### src/rtl/fpu_fp16_to_int_pkg.sv
// Shared fp16 types and constants for the fp16 -> integer converter.
// Build option: FPU_CVT_SATURATE_EN selects saturating results on invalid/overflow.
package fpu_fp16_to_int_pkg;

  localparam int FP16_W = 16;
  localparam int FP16_EXPW = 5;
  localparam int FP16_FRACW = 10;
  localparam int FP16_BIAS = 15;
  // Exponent at which the lsb of the 11-bit significand has weight 1.
  localparam int FP16_CVT_UNITY_EXP = FP16_BIAS + FP16_FRACW;
  localparam int FP16_CVT_MAX_RSHIFT = 13;

  typedef struct packed {
    logic                  sign;
    logic [FP16_EXPW-1:0]  exp;
    logic [FP16_FRACW-1:0] frac;
  } fp16_t;

  typedef struct packed {
    logic of;
    logic uf;
    logic nx;
  } opStatusFlag_t;

  typedef enum logic [1:0] {
    CVT_IDLE  = 2'd0,
    CVT_SHIFT = 2'd1,
    CVT_ROUND = 2'd2,
    CVT_DONE  = 2'd3
  } cvtState_t;

  function automatic logic cvtShiftLeft(input logic [FP16_EXPW-1:0] e);
    return (e != '1) && (int'(e) > FP16_CVT_UNITY_EXP);
  endfunction

  // Right shifts beyond 13 only move zeros through guard, so they are capped.
  function automatic logic [3:0] cvtShiftCount(input logic [FP16_EXPW-1:0] e);
    int d;
    d = FP16_CVT_UNITY_EXP - int'(e);
    if (e == '1) return 4'd0;
    if (d < 0) begin
      d = -d;
      return d[3:0];
    end
    if (d > FP16_CVT_MAX_RSHIFT) d = FP16_CVT_MAX_RSHIFT;
    return d[3:0];
  endfunction

endpackage

### src/rtl/fpu_cvt_rounder.sv
// Combinational RNE increment, sign application, range check and result select.
// FPU_CVT_SATURATE_EN: clamp invalid/overflow results instead of returning 0.
module fpu_cvt_rounder
  import fpu_fp16_to_int_pkg::*;
#(
  parameter int INTW = 32,
  parameter int MAGW = 33
) (
  input  logic [MAGW-1:0] magnitude,
  input  logic            guard,
  input  logic            sticky,
  input  logic            sign,
  input  logic            signedOut,
  input  logic            special,
  output logic [INTW-1:0] intOut,
  output logic [2:0]      flags
);

  localparam logic [MAGW-1:0] ONE = {{(MAGW-1){1'b0}}, 1'b1};
  localparam logic [MAGW-1:0] SMAX = (ONE << (INTW-1)) - ONE;
  localparam logic [MAGW-1:0] UMAX = (ONE << INTW) - ONE;
  localparam logic [MAGW-1:0] SMIN_MAG = ONE << (INTW-1);

  logic            inc;
  logic [MAGW-1:0] rMag;
  logic            ovf;
  logic [INTW-1:0] trunc;
  logic [INTW-1:0] satVal;
  opStatusFlag_t   f;

  always_comb begin
    inc = guard & (sticky | magnitude[0]);
    rMag = magnitude + {{(MAGW-1){1'b0}}, inc};
    trunc = rMag[INTW-1:0];
    // Negative values are legal unsigned only when they round to zero.
    if (sign) ovf = signedOut ? (rMag > SMIN_MAG) : (rMag != '0);
    else      ovf = rMag > (signedOut ? SMAX : UMAX);
`ifdef FPU_CVT_SATURATE_EN
    if (sign) satVal = signedOut ? {1'b1, {(INTW-1){1'b0}}} : '0;
    else      satVal = signedOut ? {1'b0, {(INTW-1){1'b1}}} : '1;
`else
    satVal = '0;
`endif
    f = '0;
    if (special || ovf) begin
      intOut = satVal;
      f.of = 1'b1;
    end else begin
      intOut = sign ? (-trunc) : trunc;
      f.nx = guard | sticky;
    end
    flags = f;
  end

endmodule

### src/rtl/fpu_fp16_to_int.sv
// Multi-cycle fp16 -> integer converter: one significand bit per cycle, then RNE.
// FPU_CVT_SATURATE_EN (in fpu_cvt_rounder) selects saturating invalid/overflow results.
module fpu_fp16_to_int
  import fpu_fp16_to_int_pkg::*;
#(
  parameter int INTW = 32
) (
  input  logic            clk,
  input  logic            rst_n,
  input  logic            inValid,
  output logic            inReady,
  input  logic [15:0]     fpIn,
  input  logic            signedOut,
  output logic            outValid,
  input  logic            outReady,
  output logic [INTW-1:0] intOut,
  output logic [2:0]      flags,
  output logic [1:0]      dbgState
);

  // Handshake: a transfer happens on a rising edge where valid and ready are both
  // high; valid holds its payload stable until then, ready may change freely.

  // Wide enough for sign-free overflow detection and for sig << 5 (16 bits) plus carry.
  localparam int MAGW = (INTW + 1 > 17) ? INTW + 1 : 17;

  cvtState_t       state;
  fp16_t           fpOp;
  logic [MAGW-1:0] acc;
  logic [3:0]      cnt;
  logic            shiftLeft;
  logic            guard;
  logic            sticky;
  logic            sign;
  logic            signedReg;
  logic            special;
  logic [3:0]      loadCnt;
  logic            isNaN;
  logic [INTW-1:0] rndInt;
  logic [2:0]      rndFlags;

  assign fpOp = fpIn;
  assign loadCnt = cvtShiftCount(fpOp.exp);
  assign isNaN = (fpOp.exp == '1) && (fpOp.frac != '0);
  assign dbgState = state;

  fpu_cvt_rounder #(.INTW(INTW), .MAGW(MAGW)) uRounder (
    .magnitude(acc),
    .guard(guard),
    .sticky(sticky),
    .sign(sign),
    .signedOut(signedReg),
    .special(special),
    .intOut(rndInt),
    .flags(rndFlags)
  );

  always_ff @(posedge clk or negedge rst_n) begin
    if (!rst_n) begin
      state <= CVT_IDLE;
      inReady <= 1'b0;
      outValid <= 1'b0;
      intOut <= '0;
      flags <= '0;
      acc <= '0;
      cnt <= '0;
      shiftLeft <= 1'b0;
      guard <= 1'b0;
      sticky <= 1'b0;
      sign <= 1'b0;
      signedReg <= 1'b0;
      special <= 1'b0;
    end else begin
      case (state)
        CVT_IDLE: begin
          inReady <= 1'b1;
          if (inValid && inReady) begin
            inReady <= 1'b0;
            // NaN saturates towards the positive limit regardless of its sign bit.
            sign <= fpOp.sign & ~isNaN;
            signedReg <= signedOut;
            special <= (fpOp.exp == '1);
            acc <= {{(MAGW-11){1'b0}}, (fpOp.exp != '0), fpOp.frac};
            cnt <= loadCnt;
            shiftLeft <= cvtShiftLeft(fpOp.exp);
            guard <= 1'b0;
            sticky <= 1'b0;
            state <= (loadCnt == 4'd0) ? CVT_ROUND : CVT_SHIFT;
          end
        end
        CVT_SHIFT: begin
          if (shiftLeft) begin
            acc <= acc << 1;
          end else begin
            acc <= acc >> 1;
            guard <= acc[0];
            sticky <= sticky | guard;
          end
          cnt <= cnt - 4'd1;
          if (cnt == 4'd1) state <= CVT_ROUND;
        end
        CVT_ROUND: begin
          intOut <= rndInt;
          flags <= rndFlags;
          outValid <= 1'b1;
          state <= CVT_DONE;
        end
        CVT_DONE: begin
          if (outReady) begin
            outValid <= 1'b0;
            inReady <= 1'b1;
            state <= CVT_IDLE;
          end
        end
        default: state <= CVT_IDLE;
      endcase
    end
  end

endmodule

### config.mk
export PLATFORM = sky130hd
export DESIGN_NAME = fpu_fp16_to_int
export DESIGN_NICKNAME = d
export VERILOG_FILES = /design/src/rtl/fpu_fp16_to_int_pkg.sv /design/src/rtl/fpu_cvt_rounder.sv /design/src/rtl/fpu_fp16_to_int.sv
export SDC_FILE = /design/constraint.sdc
export NUM_CORES = 1
export LEC_CHECK = 0
export CAP_MARGIN = 20
export CORE_ASPECT_RATIO = 1.75
export CORE_MARGIN = 1
export CORE_UTILIZATION = 60
export CTS_CLUSTER_DIAMETER = 50
export DETAILED_ROUTE_END_ITERATION = 12
export PLACE_DENSITY = 0.83
export SLEW_MARGIN = 20
export SYNTH_ARGS = -nofsm -noshare
export SYNTH_HDL_FRONTEND = slang
export SYNTH_SLANG_ARGS = --single-unit
### constraint.sdc
create_clock -name clk -period 8.4 [get_ports clk]
set_clock_uncertainty 0.15 [all_clocks]
set_input_delay 2.1 -clock clk [delete_from_list [all_inputs] [get_ports clk]]
set_output_delay 2.1 -clock clk [all_outputs]
set_load 0.02 [all_outputs]
Word-level counts from Yosys, hierarchy flattened
Cells that the tools add are included.

operators by class
  $add $sub $neg = 5
  magnitude comparators = 5
  equality and inequality tests = 10
  mux-type cells = 37
  bitwise logic cells = 5
  reductions and logical operators = 18

operators with widths
  kind                                                                               count
  32-bit two-way mux                                                                 5
  33-bit two-way mux                                                                 2
  33-bit one-hot mux with 2 select lines                                             1
  33-bit by 1-bit adder with 33-bit output                                           1
  33-bit by 32-bit greater-than comparator with 1-bit output, second input constant  1
  33-bit greater-than comparator                                                     1
  33-bit nonzero test                                                                1
  32-bit by 5-bit greater-than comparator with 1-bit output, second input constant   1
  32-bit negator                                                                     1
  6-bit negator with 32-bit output                                                   1
  4-bit two-way mux                                                                  6
  1-bit two-way mux                                                                  13
  10-bit nonzero test                                                                1
  2-bit two-way mux                                                                  4
  2-bit inequality test, second input constant                                       4
  1-bit one-hot mux with 2 select lines                                              4
  2-bit one-hot mux with 4 select lines                                              1
  4-bit one-hot mux with 2 select lines                                              1
  2-bit AND reduction                                                                4
  6-bit by 1-bit less-than comparator with 1-bit output, second input constant       1
  3-bit AND reduction                                                                2
  2-bit nonzero test                                                                 3
  5-bit by 5-bit subtractor with 6-bit output, first input constant                  1
  5-bit == test, second input constant                                               1
  other kinds (14)                                                                   19

storage, ports and cells
  register bits = 81
  bits of input ports = 21
  output and inout port bits = 39

Longest topological paths before layout
  depth in word-level cells = 12
  depth in mapped cells = 18
  gate-level depth less buffers = 16

Modules after synthesis
Synthesis repeated with hierarchy kept, for this count alone.

unflattened totals
  cell total of the unflattened synthesis = 702
  area, all modules = 6,456.2 µm²

modules (own cells, without submodules)
  module           instances  cells an instance  area an instance (µm²)  seq. area each (µm²)
  fpu_fp16_to_int  1          341                3,907.5                 2,052.0
  fpu_cvt_rounder  1          361                2,548.7                 0.0

Worst setup path before layout
No wires, ideal clock.

  path type = register -> register
  from = register acc[0]
  to = register flags[2]
  library setup time = 119 ps
  arrival time = 3,999 ps
  required time = 8,131 ps
  path slack = 4,132 ps
  stages on the path, launching flop included = 19
  buffers on the path = 2
  period minus slack after synthesis = 4,268 ps
  path through = dfrtp_1 > o21a_1 > ha_1 > and4_1 > buf_2 > nand2_1 > nor2_2 > nand4_1 > xnor2_1 > ha_1 > nand4_1 > or4_1 > a2111oi_0 > nand4_1 > or4_1 > o211ai_2 > o21ai_2 > buf_6 > o21a_1

between the ends
  word-level cells in the longest chain between the ends = 8
  elaborated cells between the ends (all ways) = 10

ends and longest elaborated chain
  what                                                                                                      line                    text
  start: declaration                                                                                        fpu_fp16_to_int.sv:29   logic [MAGW-1:0] acc;
  start signal: assignment                                                                                  fpu_fp16_to_int.sv:83   acc <= {{(MAGW-11){1'b0}}, (fpOp.exp != '0), fpOp.frac};
  start signal: assignment                                                                                  fpu_fp16_to_int.sv:93   acc <= acc << 1;
  start signal: assignment                                                                                  fpu_fp16_to_int.sv:95   acc <= acc >> 1;
  1-bit OR                                                                                                  fpu_cvt_rounder.sv:32   inc = guard & (sticky | magnitude[0]);
  1-bit bitwise AND                                                                                         fpu_cvt_rounder.sv:32
  33-bit by 1-bit adder with 33-bit output *                                                                fpu_cvt_rounder.sv:33   rMag = magnitude + {{(MAGW-1){1'b0}}, inc};
  33-bit by 32-bit greater-than comparator with 1-bit output / 33-bit nonzero test (equally long branches)  fpu_cvt_rounder.sv:36   if (sign) ovf = signedOut ? (rMag > SMIN_MAG) : (rMag != '0);
  1-bit two-way mux                                                                                         fpu_cvt_rounder.sv:36
  1-bit two-way mux *                                                                                       fpu_cvt_rounder.sv:36
  1-bit logical OR *                                                                                        fpu_cvt_rounder.sv:45   if (special || ovf) begin
  1-bit two-way mux *                                                                                       fpu_cvt_rounder.sv:45
  end signal: assignment                                                                                    fpu_fp16_to_int.sv:104  flags <= rndFlags;
  end: declaration                                                                                          fpu_fp16_to_int.sv:17   output logic [2:0] flags,

Every way passes the cells marked *; elsewhere a longest branch is shown, timed or not.
A chain may end at the register's enable or synchronous reset.

Final worst setup path
  from = register acc[5]
  to = register flags[0]

between the ends
  word-level cells in the longest chain between the ends = 6
  elaborated cells between the ends (all ways) = 8

ends and longest elaborated chain
  what                                                                                                      line
  33-bit by 1-bit adder with 33-bit output *                                                                fpu_cvt_rounder.sv:33
  33-bit by 32-bit greater-than comparator with 1-bit output / 33-bit nonzero test (equally long branches)  fpu_cvt_rounder.sv:36
  1-bit two-way mux                                                                                         fpu_cvt_rounder.sv:36
  1-bit two-way mux *                                                                                       fpu_cvt_rounder.sv:36
  1-bit logical OR *                                                                                        fpu_cvt_rounder.sv:45
  1-bit two-way mux *                                                                                       fpu_cvt_rounder.sv:45

Marked as above.

==> run_results.csv <==
group,metric,value,unit
place,gp_congestion,0.977,
timing,grt_setup_unrepaired,"false",
floorplanning,fp.dieW,79.2,microns
clock_network,cts-resized-gates,0,
clock_network,cts-root-buf,"clkbuf_16",
place,dpl.cell_count,876,
routing,drc,0,
power_and_ir_drop,finalPower,0.00231,W
synth,synthFlopType,"dfrtp_1",
critical_path,path_max_fanout,18,
timing,max_freq,183,MHz
synth,async_flop_share,100,%
synth,netlist.top_cell.by_area,"dfrtp_1",
finish,fillers,843,
critical_path,required,8430,ps
place,io_buffers,58,
floorplanning,ios,60,
global_route,grt_pass1_wl,26000,microns
routing,routedWlPerCell,18.4,microns
routing,vias,5646,
finish,fin_cells,893,
synth,yosysUniqueCellTypes,66,
synth,ys_warn_count,0,
floorplanning,die_area,10900,sq um
clock_network,worstSkewPairLatency,350,ps
routing,antenna_left,0,
clock_network,cts_tree,"yes",
outcome,status,"completed",
synth,synth_area,6260,sq um
timing,period_minus_slack,5470,ps
clock_network,cts_buffers,9,
floorplanning,num_rows,49,
finish,area.growth.synth_to_final,13.7,%
floorplanning,coreArea,10200,sq um
synth,synth.net_count,786,
routing,routed_via_density,6.32,
routing,finalWirelength,16400,microns
critical_path,arrival,5500,ps
clock_network,cts.sinks,81,
routing,first_iter_violations,335,
global_route,gr-total-overflow,0,
timing,final.setup.tns,0,ps
synth,synth_edf_count,0,
floorplanning,start_util,61.2,%
finish,final_nets,799,
global_route,antenna_found_initial,0,
finish,layout-drive-gt1-share,9.53,%
clock_network,ctsHtreeMaxLevel,3,
synth,syn_inst,748,
global_route,grt_max_degree,82,
timing,hold_viol_final,0,
critical_path,endpoint_kind,"register",
routing,first_pass_iters,5,
clock_network,post-cts-setup-buffers,0,
timing,tightest_slew,1080,ps
clock_network,holdBufCountCts,0,
timing,drv_slew,0,
critical_path,cp-start-kind,"register",
critical_path,path_class,"reg2reg",
global_route,grtUsageTotal,31.2,%
finish,diodes,0,
power_and_ir_drop,power_leakage,2.79,nW
synth,synth_top_cell_area_share,32.4,%
timing,maxSlewHeadroom,28.0,%
global_route,grt_pass1_vias,5327,
finish,layout_commonest_cell,"dfrtp_1",
power_and_ir_drop,power.density,324,nW/um^2
synth,synth_area_leaders,"dfrtp_1, o22ai_2, xnor2_1, o21ai_0, nand2_1",
synth,yosysSeqAreaShare,32.4,%
floorplanning,die_h,137,microns
clock_network,clkTransAtPathRegs,70,ps
clock_network,cts_max_path_buffers,2,
worst_hold_path,hold_class,"reg2reg",
synth,postSynthAreaPerCell,8.37,sq um
synth,ys_seq_elements,81,
finish,mostFrequentLayoutCells,"dfrtp_1, nand2_1, o21ai_0, clkdlybuf4s50_1, inv_1",
timing,final.period_utilization,65.1,%
timing,finalSetupViolCount,0,
run,cap_violations,0,
place,dp_hpwl,12200,microns
power_and_ir_drop,peakVddDrop,377,uV
## flip-flops by register name (all words and copies together) (netlist names), 2 cells and up
signal	flops
acc	33
cnt	4
dbgState	2
flags	2
intOut	32
## cell usage after synthesis (all sizes together), types with 2 or more instances
cell type   n
nor4b       5
or3         3
xnor2      35
and3        6
inv        57
and2        5
xor2       24
o21a        2
nand3      34
nor3       12
nand2      75
dfrtp      81
buf        18
nand4b      3
or4        10
a21oi      25
a211oi      3
a41oi       2
nand4      25
nand2b      3
o21ai      61
nor3b       2
a21boi      2
nor4       13
mux2i      28
o22ai      33
and4        5
o211a       2
a31oi       9
o32ai       2
o31ai      24
clkbuf     44
o211ai      5
nor2       41
ha         17
nand3b      5
nor2b       3
mux2        8
## power breakdown
part,switching (W),internal (W)
Sequential,0.000150,0.000517
Clock,0.000172,0.000233
Combinational,0.000720,0.000515
## final cells by class
cell class / count / area [sq um] / share of cell area (%)
repair buffers: 64 / 647 / 9.09
flip-flops and latches: 81 / 2030 / 28.5
multi-input cells: 548 / 3770 / 53.0
clock buffers: 9 / 225 / 3.16
inverters: 57 / 214 / 3.01
clock inverters: 7 / 77.6 / 1.09
well taps: 127 / 159 / 2.23
## routing by layer
| metal | global-route usage, % | up-vias | wire length (microns) |
|---|---|---|---|
| met1 | 34.5 | 2703 | 6240 |
| met3 | 3.47 | 57 | 581 |
| met5 | 0 | - | 0 |
| met2 | 55.3 | 190 | 8710 |
| li1 | - | 2696 | - |
| met4 | 21.0 | 0 | 913 |
## critical path, cell delays in order, from the launching register on
cell and delay [ps]:
dfrtp_1 660, nand4_1 410, or4_1 810, nor2_2 300
nand4_1 150, xnor2_1 400, ha_1 200, nand4_1 80
or4_1 410, a2111oi_0 430, nand4_1 160, nor4_1 370
o211ai_2 160, o21ai_4 260, buf_16 240, o22ai_2 100
## worst paths after layout
path,from,endpoint,slack (ps),cells past startpoint
min in group asynchronous,rst_n,intOut[25]$_DFFE_PN0P_,1600,1
worst min-delay path,flags[2]$_DFFE_PN0P_,flags[2]$_DFFE_PN0P_,340,1
worst max register to register,acc[5]$_DFFE_PN0P_,flags[0]$_DFFE_PN0P_,2930,15
max in group asynchronous,rst_n,intOut[28]$_DFFE_PN0P_,5920,1
worst max-delay path,acc[5]$_DFFE_PN0P_,flags[0]$_DFFE_PN0P_,2930,15
worst min register to register,flags[2]$_DFFE_PN0P_,flags[2]$_DFFE_PN0P_,340,1
## logic make-up after synthesis
| kind of cell | Yosys count | share of synthesized area (%) |
|---|---|---|
| AO/OA/AOI/OAI | 183 | 21.1 |
| buffers and inverters | 119 | 7.79 |
| XOR/XNOR | 59 | 8.37 |
| other | 1 | 0.0599 |
| adder cells (fa/ha/maj) | 17 | 3.40 |
| multiplexers | 36 | 5.91 |
| flip-flops | 81 | 32.4 |
| AND/OR/NAND/NOR | 252 | 21.0 |
## per-stage QoR
stage | utilization, % | instance area (sq um) | hold slack, ps | worst slack (ps)
6_report | 69.5 | 7120 | 338 | 2930
2_1_floorplan | - | 6260 | 300 | 4130
5_1_grt | 69.5 | 7120 | 362 | 2600
4_1_cts | 69.2 | 7090 | 348 | 2910
3_3_place_gp | 66.3 | 6790 | 312 | 3200
3_5_place_dp | 66.3 | 6790 | 335 | 2930
Note: power is estimated with default switching activity, not from simulation.
